--- config.mk ---
export PLATFORM = sky130hd
export DESIGN_NAME = mux_sel_scanner
export DESIGN_NICKNAME = d
export VERILOG_FILES = /design/src/rtl/mux_sel_scanner.sv
export SDC_FILE = /design/constraint.sdc
export NUM_CORES = 1
export LEC_CHECK = 0
export ABC_AREA = 1
export CORE_ASPECT_RATIO = 0.8
export CORE_MARGIN = 3
export CORE_UTILIZATION = 31
export DETAILED_ROUTE_END_ITERATION = 7
export SYNTH_ARGS = -nofsm -noshare
export SYNTH_HDL_FRONTEND = slang
export SYNTH_SLANG_ARGS = --single-unit
export TNS_END_PERCENT = 30
--- constraint.sdc ---
create_clock -name clk_i -period 1.8 [get_ports clk_i]
set_clock_uncertainty 0.15 [all_clocks]
set_input_delay 0.18 -clock clk_i [delete_from_list [all_inputs] [get_ports clk_i]]
set_output_delay 0.18 -clock clk_i [all_outputs]
set_load 0.01 [all_outputs]
--- src/rtl/mux_sel_scanner.sv ---
// mux_sel_scanner: round-robin select sequencer that sweeps the key-select mux and publishes packed snapshots.
// Optional build macro MUX_SCAN_MASK_EN adds ch_mask_i so that masked channels are skipped and read as zero.
module mux_sel_scanner #(
  parameter  int NR_CH    = 4,
  parameter  int DATA_LEN = 2,
  parameter  int DWELL    = 5,
  localparam int SEL_LEN  = (NR_CH > 1) ? $clog2(NR_CH) : 1,
  localparam int CNT_LEN  = (DWELL > 1) ? $clog2(DWELL) : 1
) (
  input  logic                      clk_i,
  input  logic                      rst_ni,
  input  logic                      en_i,
  output logic [SEL_LEN-1:0]        sel_o,
  input  logic [DATA_LEN-1:0]       mux_in_i,
  output logic [NR_CH*DATA_LEN-1:0] snap_o,
  output logic                      snap_valid_o,
  input  logic                      snap_ready_i,
  output logic                      busy_o,
  output logic                      overrun_o,
`ifdef MUX_SCAN_MASK_EN
  input  logic [NR_CH-1:0]          ch_mask_i,
`endif
  input  logic                      clr_ovr_i
);
  typedef enum logic {IDLE, SCAN} state_t;
  state_t                         state_q, state_d;
  logic [SEL_LEN-1:0]             ch_q, ch_d, first_ch, next_ch;
  logic [CNT_LEN-1:0]             cnt_q, cnt_d;
  logic [NR_CH-1:0][DATA_LEN-1:0] shadow_q, shadow_d, snap_q, snap_d, sweep;
  logic                           valid_q, valid_d, ovr_q, ovr_d;
  logic [NR_CH-1:0]               scan_mask;
  logic                           any_live, last_ch, dwell_end, done;

`ifdef MUX_SCAN_MASK_EN
  logic [NR_CH-1:0] mask_q, mask_d;
  assign scan_mask = mask_q;
  assign any_live  = |ch_mask_i;
  // The live mask is tracked while idle and re-captured on the edge that ends a sweep, so it holds for a whole sweep
  assign mask_d = (state_q == IDLE || (dwell_end && last_ch)) ? ch_mask_i : mask_q;
  // Sweep mask register
  always_ff @(posedge clk_i or negedge rst_ni) begin
    if (!rst_ni) mask_q <= '0;
    else mask_q <= mask_d;
  end
  // First enabled channel of the live mask, and next enabled channel above ch_q in the sweep mask
  always_comb begin
    first_ch = '0;
    next_ch  = '0;
    last_ch  = 1'b1;
    for (int k = NR_CH - 1; k >= 0; k--) begin
      if (ch_mask_i[k]) first_ch = SEL_LEN'(k);
      if (scan_mask[k] && k > int'(ch_q)) begin
        next_ch = SEL_LEN'(k);
        last_ch = 1'b0;
      end
    end
  end
`else
  assign scan_mask = '1;
  assign any_live  = 1'b1;
  assign first_ch  = '0;
  assign last_ch   = ch_q == SEL_LEN'(NR_CH - 1);
  assign next_ch   = ch_q + SEL_LEN'(1);
`endif

  assign dwell_end    = cnt_q == CNT_LEN'(DWELL - 1);
  assign sel_o        = (state_q == SCAN) ? ch_q : '0;
  assign busy_o       = state_q == SCAN;
  assign snap_o       = snap_q;
  assign snap_valid_o = valid_q;
  assign overrun_o    = ovr_q;

  // Completed-sweep image: the channel captured this edge comes straight from the mux, masked channels read zero
  always_comb begin
    sweep = '0;
    for (int k = 0; k < NR_CH; k++)
      sweep[k] = !scan_mask[k] ? '0 : (k == int'(ch_q)) ? mux_in_i : shadow_q[k];
  end

  // Sequencing, capture, snapshot hand-off and sticky overrun; an overrun set beats a same-edge clear
  always_comb begin
    state_d  = state_q;
    ch_d     = ch_q;
    cnt_d    = cnt_q;
    shadow_d = shadow_q;
    snap_d   = snap_q;
    valid_d  = valid_q && !snap_ready_i;
    ovr_d    = ovr_q && !clr_ovr_i;
    done     = 1'b0;
    if (state_q == IDLE) begin
      if (en_i && any_live) begin
        state_d  = SCAN;
        ch_d     = first_ch;
        cnt_d    = '0;
        shadow_d = '0;
      end
    end else if (!en_i) begin
      state_d  = IDLE;
      ch_d     = '0;
      cnt_d    = '0;
      shadow_d = '0;
    end else if (!dwell_end) begin
      cnt_d = cnt_q + CNT_LEN'(1);
    end else begin
      cnt_d          = '0;
      shadow_d[ch_q] = mux_in_i;
      ch_d           = next_ch;
      if (last_ch) begin
        done     = 1'b1;
        shadow_d = '0;
        ch_d     = first_ch;
        state_d  = any_live ? SCAN : IDLE;
      end
    end
    if (done) begin
      if (!valid_q || snap_ready_i) begin
        snap_d  = sweep;
        valid_d = 1'b1;
      end else begin
        ovr_d = 1'b1;
      end
    end
  end

  // State and datapath registers, cleared asynchronously
  always_ff @(posedge clk_i or negedge rst_ni) begin
    if (!rst_ni) begin
      state_q  <= IDLE;
      ch_q     <= '0;
      cnt_q    <= '0;
      shadow_q <= '0;
      snap_q   <= '0;
      valid_q  <= 1'b0;
      ovr_q    <= 1'b0;
    end else begin
      state_q  <= state_d;
      ch_q     <= ch_d;
      cnt_q    <= cnt_d;
      shadow_q <= shadow_d;
      snap_q   <= snap_d;
      valid_q  <= valid_d;
      ovr_q    <= ovr_d;
    end
  end
endmodule
==> impl_metrics.env <==
export IMPL_totalWireLength_um=2780
export IMPL_swShare_pct=21.3
export IMPL_endpoint_kind="output port"
export IMPL_hold_class="primary input to async pin"
export IMPL_ff_latch_count_synth=24
export IMPL_run_status="finished, final reports clean"
export IMPL_critical_path_startpoint_type="flip-flop"
export IMPL_final_nets=199
export IMPL_syn_area_um2=1300
export IMPL_cp_slowest_cell="sky130_fd_sc_hd__clkdlybuf4s50_1"
export IMPL_r2r_start="ch_q[1]$_DFFE_PN0P_"
export IMPL_min_period_ps=1630
export IMPL_grt_setup_unrepaired="false"
export IMPL_io_pin_count=20
export IMPL_clock_tree_root_cell="sky130_fd_sc_hd__clkbuf_8"
export IMPL_finalSetupTns_ps=0
export IMPL_drv_max_cap_violation_count=0
export IMPL_htree_num_levels=1
export IMPL_cts_hold_buffers=0
export IMPL_yosysSeqAreaShare_pct=46.2
export IMPL_floorplan_initialDensity_pct=33.3
export IMPL_layout_worst_path_cycle_share_pct=90.7
export IMPL_final_cell_count_no_fill=239
export IMPL_powerDensity_nw_per_um2=676
export IMPL_detail_route_drc_violations=0
export IMPL_power_frac_seq_pct=49.8
export IMPL_power_total_mw=1.11
export IMPL_tightest_slew_ps=361
export IMPL_most_common_layout_cells="sky130_fd_sc_hd__nand2_1 (58), sky130_fd_sc_hd__dfrtp_1 (23), sky130_fd_sc_hd__inv_1 (18), sky130_fd_sc_hd__nand3_1 (17), sky130_fd_sc_hd__clkdlybuf4s50_1 (17)"
export IMPL_slew_viol_final=0
export IMPL_cts_buffers=3
export IMPL_numPortBuffers=19
export IMPL_mostFrequentLayoutCell="sky130_fd_sc_hd__nand2_1"
export IMPL_hold_viol=0
export IMPL_p_clk_share_pct=43.1
export IMPL_synth_nets=177
export IMPL_synth_cell_type_count=20
export IMPL_buffers_and_inverters_on_the_worst_path=1
export IMPL_setup_ws_pre_cts_ps=-11.7
export IMPL_post_synth_cell_area_avg_um2=7.98
export IMPL_hold_ws_ps=112
export IMPL_max_freq_mhz=613
export IMPL_worst_setup_path_type="flip-flop to output port"
export IMPL_grt_total_usage_pct=12.0
export IMPL_instance_count_of_the_mapped_netlist=163
export IMPL_cts_setup_buffers=0
export IMPL_antenna_cells_inserted=0
export IMPL_power_net_switching_mw=0.236
export IMPL_routed_via_density=4.67
export IMPL_power_leakage_nw=0.870
export IMPL_power_internal_mw=0.870
export IMPL_cts_tree="yes"
export IMPL_std_cell_rows=20
export IMPL_critical_path_cell_chain="clkdlybuf4s50_1"
export IMPL_syn2layout_area_growth_pct=25.8
export IMPL_setup_violations=0
export IMPL_place_congestion=0.896
export IMPL_instance_area_at_placement_um2=1560
export IMPL_critPathRequiredTime_ps=1470
export IMPL_die_width_um=78.4
export IMPL_dominant_delay_contributor_by_cell_family_on_the_critical_path="buffers and inverters"
export IMPL_critical_path_max_fanout=8
export IMPL_grt_antenna_before_repair=0
export IMPL_relative_slew_margins_pct=75.8
export IMPL_grt_max_degree=25
export IMPL_die_area_um2=5020
export IMPL_grt_overflow=0
export IMPL_drt_wirelength_per_cell_um=11.6
export IMPL_cts_sinks=24
export IMPL_dp_cells=235
export IMPL_post_route_worst_setup_slack_ps=168
export IMPL_post_route_cell_area_um2=1640
export IMPL_worst_path_largest_cell_delay_ps=570
export IMPL_cts_path_max_buffers=2
export IMPL_timing_critical_path_from="busy_o$_DFF_PN0_"
export IMPL_synth_warnings=0
export IMPL_dpl_hpwl_um=1990
export IMPL_ir_drop_worst_vdd_mv=0.372
export IMPL_clk_insertion_delay_late_ps=270
export IMPL_fp_coreArea_um2=3900
export IMPL_first_global_vias=967
export IMPL_drt_pass1_iterations=4
export IMPL_die_height_um=64.0
export IMPL_grt_pass1_wl_um=4790
export IMPL_arrival_ps=1300
export IMPL_combinationalPowerShare_pct=7.1
export IMPL_utilization_pct=41.9
export IMPL_detailroute_via_count=1117
export IMPL_drtAntennaViolNets=0
export IMPL_detail_route_iter0_violations=63
export IMPL_post_route_cells_drive_above_1_share_pct=8.15
export IMPL_clk_pin_slew_worst_paths_ps=90
## per-layer routing
layer | GRT usage [%] | wire [um] | part of all wire [%] | vias up
li1 | - | - | - | 562
met1 | 17.9 | 1410 | 51 | 515
met2 | 17.1 | 1170 | 42 | 38
met3 | 3.80 | 190 | 6.8 | 2
met4 | 1.97 | 10 | 0.36 | 0
met5 | 0 | 0 | 0 | -
## logic make-up after synthesis
group                    after synthesis  share of synthesized area (%)
XOR/XNOR                               1                          0.673
AND/OR/NAND/NOR                       95                           34.4
buffers and inverters                 23                           6.92
AO/OA/AOI/OAI                         13                           5.10
adder cells (fa/ha/maj)                7                           6.73
flip-flops                            24                           46.2
## layout make-up
class                      instances  area [um2]
fill                             416        2270
multi-input combinational        116         613
sequential                        24         602
timing repair buffer              21         210
inverter                          19        71.3
tap                               55        68.8
clock buffer                       3        41.3
clock inverter                     1        30.0
## flip-flops by register name, indices dropped and copies added, names as in the netlist
name / flops
shadow_q: 8
snap_o: 8
cnt_q: 3
ch_q: 2
busy_o: 1
overrun_o: 1
snap_valid_o: 1
## Yosys cell counts, drive strengths merged
cell type  number  share of area, %
xnor2           1              0.67
nor3            1               1.3
nand2          61                19
o21ai          11               4.2
nand3          18               7.9
nand4           6               2.9
dfrtp          24                46
clkbuf          2              0.58
buf             2              0.87
a21oi           1              0.38
nor2            9               3.8
o22ai           1              0.48
inv            19               5.5
ha              7               6.7
## power groups by stage
stage	combinational, mW	sequential [mW]	clock (mW)
3_5_place_dp	0.0788	0.561	0
3_3_place_gp	0.0804	0.562	0
4_1_cts	0.0795	0.551	0.490
6_report	0.0786	0.551	0.477
2_1_floorplan	0.0403	0.561	0
5_1_grt	0.0885	0.552	0.510
## final timing paths
| check | slack, ps | end | cells past startpoint |
|---|---|---|---|
| max reg2reg | 170 | snap_o[6]$_DFFE_PN0P_ | 5 |
| max in group asynchronous | 1120 | busy_o$_DFF_PN0_ | 2 |
| min | 110 | cnt_q[2]$_DFFE_PN0N_ | 2 |
| max | 170 | busy_o | 1 |
| min reg2reg | 330 | shadow_q[0]$_DFFE_PN0P_ | 2 |
| min in group clk_i | 320 | overrun_o$_DFF_PN0_ | 2 |
## timing repair
| item | 4_1_cts | 5_1_grt |
|---|---|---|
| hold endpoints to repair | 0 | 0 |
| endpoints found under the setup margin | 10 | 8 |
| pin swaps | 0 | 1 |
| gates cloned | 0 | 0 |
| gates resized for setup | 2 | 2 |
Note: power is estimated with default switching activity, not from simulation.
